`config.mk`:
```
export PLATFORM = sky130hd
export DESIGN_NAME = mem_stage_unit
export DESIGN_NICKNAME = d
export VERILOG_FILES = /design/src/rtl/mem_stage_unit.sv
export SDC_FILE = /design/constraint.sdc
export NUM_CORES = 1
export LEC_CHECK = 0
export ABC_AREA = 1
export CAP_MARGIN = 40
export CELL_PAD_IN_SITES_DETAIL_PLACEMENT = 0
export CELL_PAD_IN_SITES_GLOBAL_PLACEMENT = 1
export CORE_ASPECT_RATIO = 0.9
export CORE_MARGIN = 2
export CORE_UTILIZATION = 35
export CTS_BUF_LIST = sky130_fd_sc_hd__clkbuf_4 sky130_fd_sc_hd__clkbuf_8
export CTS_CLUSTER_SIZE = 25
export DETAILED_ROUTE_END_ITERATION = 8
export DONT_BUFFER_PORTS = 1
export GPL_TIMING_DRIVEN = 1
export PLACE_DENSITY_LB_ADDON = 0.1
export SYNTH_ARGS = -nofsm -noshare
export SYNTH_HDL_FRONTEND = slang
export SYNTH_SLANG_ARGS = --single-unit
```
`constraint.sdc`:
```
create_clock -name clk -period 3.05 [get_ports clk]
set_input_delay 0.1525 -clock clk [delete_from_list [all_inputs] [get_ports clk]]
set_output_delay 0.1525 -clock clk [all_outputs]
set_load 0.05 [all_outputs]
```
`src/rtl/mem_stage_unit.sv`:
```
// Memory stage of the 5-stage MIPS pipeline: ALU results pass straight through,
// loads and stores run as request/response transactions on the data bus.
module mem_stage_unit #(
   parameter int DST_W            = 5,
   parameter bit ADDR_ALIGN_CHECK = 1'b1
) (
   input  logic             clk,
   input  logic             resetn,
   input  logic             in_valid,
   output logic             in_ready,
   input  logic [5:0]       in_opcode,
   input  logic [31:0]      in_vale,
   input  logic [31:0]      in_vala,
   input  logic [DST_W-1:0] in_dst,
   input  logic [31:0]      in_pc,
   output logic             dreq_valid,
   output logic [31:0]      dreq_addr,
   output logic [3:0]       dreq_strobe,
   output logic [31:0]      dreq_data,
   input  logic             dresp_addr_ok,
   input  logic             dresp_data_ok,
   input  logic [31:0]      dresp_data,
   output logic             out_valid,
   output logic [DST_W-1:0] out_dst,
   output logic [31:0]      out_data,
   output logic [31:0]      out_pc,
   output logic             out_exc,
   output logic [31:0]      out_badaddr
);

   localparam logic [5:0] OP_LB  = 6'h20;
   localparam logic [5:0] OP_LH  = 6'h21;
   localparam logic [5:0] OP_LW  = 6'h23;
   localparam logic [5:0] OP_LBU = 6'h24;
   localparam logic [5:0] OP_LHU = 6'h25;
   localparam logic [5:0] OP_SB  = 6'h28;
   localparam logic [5:0] OP_SH  = 6'h29;
   localparam logic [5:0] OP_SW  = 6'h2B;

   typedef enum logic [1:0] {S_IDLE, S_REQ, S_WAIT, S_DONE} state_t;

   state_t           state_q, state_d;
   logic [5:0]       op_q, op_d;
   logic [31:0]      addr_q, addr_d;
   logic [31:0]      vala_q, vala_d;
   logic [31:0]      pc_q, pc_d;
   logic [DST_W-1:0] dst_q, dst_d;
   logic             out_valid_q, out_valid_d;
   logic             out_exc_q, out_exc_d;
   logic [DST_W-1:0] out_dst_q, out_dst_d;
   logic [31:0]      out_data_q, out_data_d;
   logic [31:0]      out_pc_q, out_pc_d;
   logic [31:0]      out_badaddr_q, out_badaddr_d;

   logic        in_is_mem, in_is_half, in_is_word, in_misaligned;
   logic        is_store, done_now;
   logic [1:0]  off;
   logic [3:0]  strobe;
   logic [31:0] wdata, shifted, load_val;

   always_comb begin
      in_is_mem  = 1'b0;
      in_is_half = 1'b0;
      in_is_word = 1'b0;
      case (in_opcode)
         OP_LB, OP_LBU, OP_SB: in_is_mem = 1'b1;
         OP_LH, OP_LHU, OP_SH: begin
            in_is_mem  = 1'b1;
            in_is_half = 1'b1;
         end
         OP_LW, OP_SW: begin
            in_is_mem  = 1'b1;
            in_is_word = 1'b1;
         end
         default: ;
      endcase
      in_misaligned = ADDR_ALIGN_CHECK &&
                      ((in_is_half && in_vale[0]) || (in_is_word && (in_vale[1:0] != 2'b00)));
   end

   // Store lane encoding and load extraction both key off the captured byte offset.
   always_comb begin
      off      = addr_q[1:0];
      is_store = (op_q == OP_SB) || (op_q == OP_SH) || (op_q == OP_SW);
      strobe   = 4'h0;
      wdata    = 32'h0;
      case (op_q)
         OP_SB: begin
            strobe = 4'b0001 << off;
            wdata  = {4{vala_q[7:0]}};
         end
         OP_SH: begin
            strobe = 4'b0011 << off;
            wdata  = {2{vala_q[15:0]}};
         end
         OP_SW: begin
            strobe = 4'hF;
            wdata  = vala_q;
         end
         default: ;
      endcase
      shifted = dresp_data >> {off, 3'b000};
      case (op_q)
         OP_LB:   load_val = {{24{shifted[7]}}, shifted[7:0]};
         OP_LH:   load_val = {{16{shifted[15]}}, shifted[15:0]};
         OP_LBU:  load_val = {24'h0, shifted[7:0]};
         OP_LHU:  load_val = {16'h0, shifted[15:0]};
         OP_LW:   load_val = dresp_data;
         default: load_val = 32'h0;
      endcase
   end

   assign in_ready    = (state_q == S_IDLE);
   assign dreq_valid  = (state_q == S_REQ);
   assign dreq_addr   = dreq_valid ? {addr_q[31:2], 2'b00} : 32'h0;
   assign dreq_strobe = dreq_valid ? strobe : 4'h0;
   assign dreq_data   = dreq_valid ? wdata : 32'h0;

   assign out_valid   = out_valid_q;
   assign out_dst     = out_dst_q;
   assign out_data    = out_data_q;
   assign out_pc      = out_pc_q;
   assign out_exc     = out_exc_q;
   assign out_badaddr = out_badaddr_q;

   assign done_now = ((state_q == S_REQ) && dresp_addr_ok && dresp_data_ok) ||
                     ((state_q == S_WAIT) && dresp_data_ok);

   // Result registers default to zero so every output is a clean one-cycle pulse.
   always_comb begin
      state_d       = state_q;
      op_d          = op_q;
      addr_d        = addr_q;
      vala_d        = vala_q;
      pc_d          = pc_q;
      dst_d         = dst_q;
      out_valid_d   = 1'b0;
      out_exc_d     = 1'b0;
      out_dst_d     = '0;
      out_data_d    = 32'h0;
      out_pc_d      = 32'h0;
      out_badaddr_d = 32'h0;
      case (state_q)
         S_IDLE: begin
            if (in_valid) begin
               if (in_misaligned) begin
                  out_valid_d   = 1'b1;
                  out_exc_d     = 1'b1;
                  out_badaddr_d = in_vale;
                  out_pc_d      = in_pc;
               end else if (in_is_mem) begin
                  op_d    = in_opcode;
                  addr_d  = in_vale;
                  vala_d  = in_vala;
                  pc_d    = in_pc;
                  dst_d   = in_dst;
                  state_d = S_REQ;
               end else begin
                  out_valid_d = 1'b1;
                  out_data_d  = in_vale;
                  out_dst_d   = in_dst;
                  out_pc_d    = in_pc;
               end
            end
         end
         S_REQ: begin
            if (dresp_addr_ok) begin
               state_d = dresp_data_ok ? S_DONE : S_WAIT;
            end
         end
         S_WAIT: begin
            if (dresp_data_ok) begin
               state_d = S_DONE;
            end
         end
         S_DONE:  state_d = S_IDLE;
         default: state_d = S_IDLE;
      endcase
      if (done_now) begin
         out_valid_d = 1'b1;
         out_pc_d    = pc_q;
         out_data_d  = is_store ? 32'h0 : load_val;
         out_dst_d   = is_store ? '0 : dst_q;
      end
   end

   always_ff @(posedge clk) begin
      if (!resetn) begin
         state_q       <= S_IDLE;
         op_q          <= 6'h0;
         addr_q        <= 32'h0;
         vala_q        <= 32'h0;
         pc_q          <= 32'h0;
         dst_q         <= '0;
         out_valid_q   <= 1'b0;
         out_exc_q     <= 1'b0;
         out_dst_q     <= '0;
         out_data_q    <= 32'h0;
         out_pc_q      <= 32'h0;
         out_badaddr_q <= 32'h0;
      end else begin
         state_q       <= state_d;
         op_q          <= op_d;
         addr_q        <= addr_d;
         vala_q        <= vala_d;
         pc_q          <= pc_d;
         dst_q         <= dst_d;
         out_valid_q   <= out_valid_d;
         out_exc_q     <= out_exc_d;
         out_dst_q     <= out_dst_d;
         out_data_q    <= out_data_d;
         out_pc_q      <= out_pc_d;
         out_badaddr_q <= out_badaddr_d;
      end
   end

endmodule

```
==> flow_metrics.py <==
metrics = {
    "timing": {
        "finalSetupViolCount": 0,
        "slew_violations": 0,
        "clock_skew_ns": 0.0201,
        "fmax_ghz": 0.356,
        "slew-limit-headroom": 0.501,
        "setup_tns_ns": 0,
        "rsz0062_at_grt": "no",
        "finalCritPeriodShare": 0.922,
        "final.min_clock_period_ns": 2.81,
        "tightestPinTransition_ns": 0.747,
        "hold_viol_final": 0,
    },
    "cells_and_area": {
        "nNetsFinal": 1622,
        "layout_common_cells": "nor2_1, dfxtp_1, nand2_1, o21ai_0, inv_1",
        "synthToLayoutAreaGrowth_pct": 32.6,
        "final.fill_count": 2763,
        "antenna_cells": 0,
        "final_common_cell": "nor2_1",
        "drive_above_1_share": 0.117,
    },
    "setup_path": {
        "crit_type": "reg2out",
        "cp-end-kind": "output port",
        "cp_slowest_stage_delay_ns": 0.56,
        "worstPathCellList": "inv_1, ha_2, buf_4, nand3_1, o21ai_1, buf_12",
        "arrival_ns": 2.66,
        "critPathMaxFanout": 50,
        "critPathSlowestCell": "buf_4",
        "crit_required_ns": 2.90,
        "startpoint_type": "flop",
    },
    "clocking": {
        "cts_max_level": 2,
        "path_clk_slew_ns": 0.06,
        "cts_tree": "done",
        "root_buffer": "clkbuf_8",
        "clk_latency_ns": 0.54,
        "cts_setup_buffers": 0,
        "clock_sinks": 212,
        "cts_hold_buf": 141,
        "ctsResizeCount": 0,
        "cts_made_buffers": 39,
        "cts_buffer_depth": 3,
    },
    "global_routing": {
        "grt_overflow": 0,
        "gr-usage-met3": 0.0604,
        "grt_max_degree": 108,
        "grt_first_pass_wirelength_um": 50700,
        "use_met2": 0.373,
        "grt_pass1_vias": 8755,
        "gr-usage-met1": 0.311,
        "top_usage_layer": "met2",
        "grt_usage": 0.232,
        "antenna_found_initial": 0,
    },
    "worst_hold_path": {
        "hold_class": "in2reg",
    },
    "logic_synthesis": {
        "synthMuxAreaShare": 0,
        "syn_avg_cell_area_um2": 6.99,
        "synth_top_family_by_area": "simple AND/OR/NAND/NOR gates",
        "synthesis.area_um2": 9280,
        "synthAdderAreaFrac": 0.00405,
        "seq_area_frac_synth": 0.457,
        "synth-edff-count": 0,
        "synth_compound_area_frac": 0.153,
        "synth_simple_gate_area_frac": 0.277,
        "async_flop_share": 0,
        "syn-instance-count": 1327,
        "synth_xor_xnor_area_share": 0,
        "ys_warn_count": 0,
        "ys_seq_elements": 212,
        "synth_cell_types": 31,
        "synth_flop_cell": "dfxtp_1",
    },
    "floorplan": {
        "die_w_um": 176,
        "ios": 317,
        "fp.coreArea_um2": 26100,
        "rows": 56,
        "dieArea_um2": 27800,
        "fp.dieH_um": 158,
        "initial_utilization": 0.356,
    },
    "detailed_routing": {
        "vias_per_cell": 4.98,
        "drt_iter0_drc": 712,
        "routed_wl_um": 33300,
        "wire_per_inst_um": 18.0,
        "num_vias": 9224,
        "final_antenna_net_count": 0,
        "dr.pass1.iters": 5,
        "route.detailed.drc": 0,
    },
    "power": {
        "p_seq_frac": 0.445,
        "p_int_mw": 5.17,
        "comb_power_share": 0.194,
        "power_leakage_nw": 5.20,
        "clkPwrFrac": 0.362,
        "total_power_mw": 8.01,
        "power.switching_mw": 2.84,
        "switching_share": 0.355,
        "power.density_nw_per_um2": 651,
        "ir_drop_mv": 0.399,
    },
    "outcome": {
        "status": "complete, no violations",
    },
    "place": {
        "numPortBuffers": 0,
        "dp_hpwl_um": 21800,
        "place_congestion": 0.797,
    },
    "run": {
        "drv_cap": 0,
    },
}
==> final timing paths <==
| check | from | end | slack [ns] | depth (start not counted) |
|---|---|---|---|---|
| setup / recovery | state_q[1] | dreq_data[23] | 0.24 | 6 |
| setup reg to reg | state_q[1] | state_q[1] | 0.28 | 11 |
| hold / removal | dresp_data[15] | out_data[15] | 0.02 | 4 |
| hold reg to reg | pc_q[21] | out_pc[21] | 0.46 | 2 |
==> power by group through the flow <==
stage / clock, mW / combinational [mW] / sequential, mW
5_1_grt: 3.11 / 1.74 / 3.58
2_1_floorplan: 0 / 1.05 / 3.56
6_report: 2.90 / 1.55 / 3.56
3_5_place_dp: 0 / 1.34 / 3.62
3_3_place_gp: 0 / 1.33 / 3.62
4_1_cts: 2.99 / 1.56 / 3.56
==> final cells by class <==
type / count / area [um2] / area share
Timing Repair Buffer: 197 / 2140 / 0.174
Sequential cell: 212 / 4240 / 0.345
Inverter: 153 / 579 / 0.0471
Clock buffer: 58 / 748 / 0.0608
Multi-Input combinational cell: 872 / 4060 / 0.330
Clock inverter: 12 / 95.1 / 0.00773
Tap cell: 348 / 435 / 0.0354
==> cells by family after synthesis <==
kind of cell,after synthesis
AO/OA/AOI/OAI,268
adder cells (fa/ha/maj),3
buffers and inverters,244
flip-flops,212
other,1
AND/OR/NAND/NOR,599
==> metrics by stage <==
stage	cell area (um2)	setup slack (ns)	util	instances	hold slack (ns)
after detailed placement	10000	0.790	0.385	1641	0.268
after CTS	12300	0.176	0.472	1852	0.00505
after global routing	12300	0.0282	0.472	1852	0.0417
after global placement	9970	0.796	0.383	1639	0.266
final	12300	0.238	0.472	1852	0.0208
after floorplan	9280	0.296	-	1328	0.265
==> synth_stat cells, types with 5 or more instances <==
library cell / n / area, um2
clkbuf_1: 50 / 188
o21ai_0: 150 / 751
a21oi_2: 10 / 87.6
nand4_1: 71 / 444
buf_4: 8 / 60.1
nand2_2: 5 / 31.3
inv_1: 144 / 541
buf_2: 25 / 125
inv_2: 5 / 18.8
o21ai_2: 10 / 87.6
nand3_1: 41 / 205
dfxtp_1: 212 / 4240
nand2_1: 160 / 601
buf_1: 5 / 18.8
a21oi_1: 89 / 445
nor2_1: 309 / 1160
o21ai_1: 6 / 30.0
==> flip-flops by register name, indices dropped and copies added (netlist names), 6 cells and up <==
| signal | flops |
|---|---|
| addr_q | 32 |
| op_q | 6 |
| out_badaddr | 32 |
| out_data | 32 |
| out_pc | 32 |
| pc_q | 32 |
| vala_q | 32 |
==> worst max-delay path: cells and delay by family, from the launching register on <==
| family | cells | cell delay [ns] |
|---|---|---|
| simple gates | 1 | 0.41 |
| flops | 1 | 0.33 |
| fa+ha+maj | 1 | 0.21 |
| buf+inv | 3 | 0.84 |
| compound gates | 1 | 0.34 |
==> routing by layer <==
layer  vias up  wire length [um]  share of wire
met5         -                 0              0
met4         0               657          0.020
met3        48              2630          0.079
met2       347             14900           0.45
met1      4277             15100           0.45
li1       4552                 -              -
Note: power is estimated with default switching activity, not from simulation.
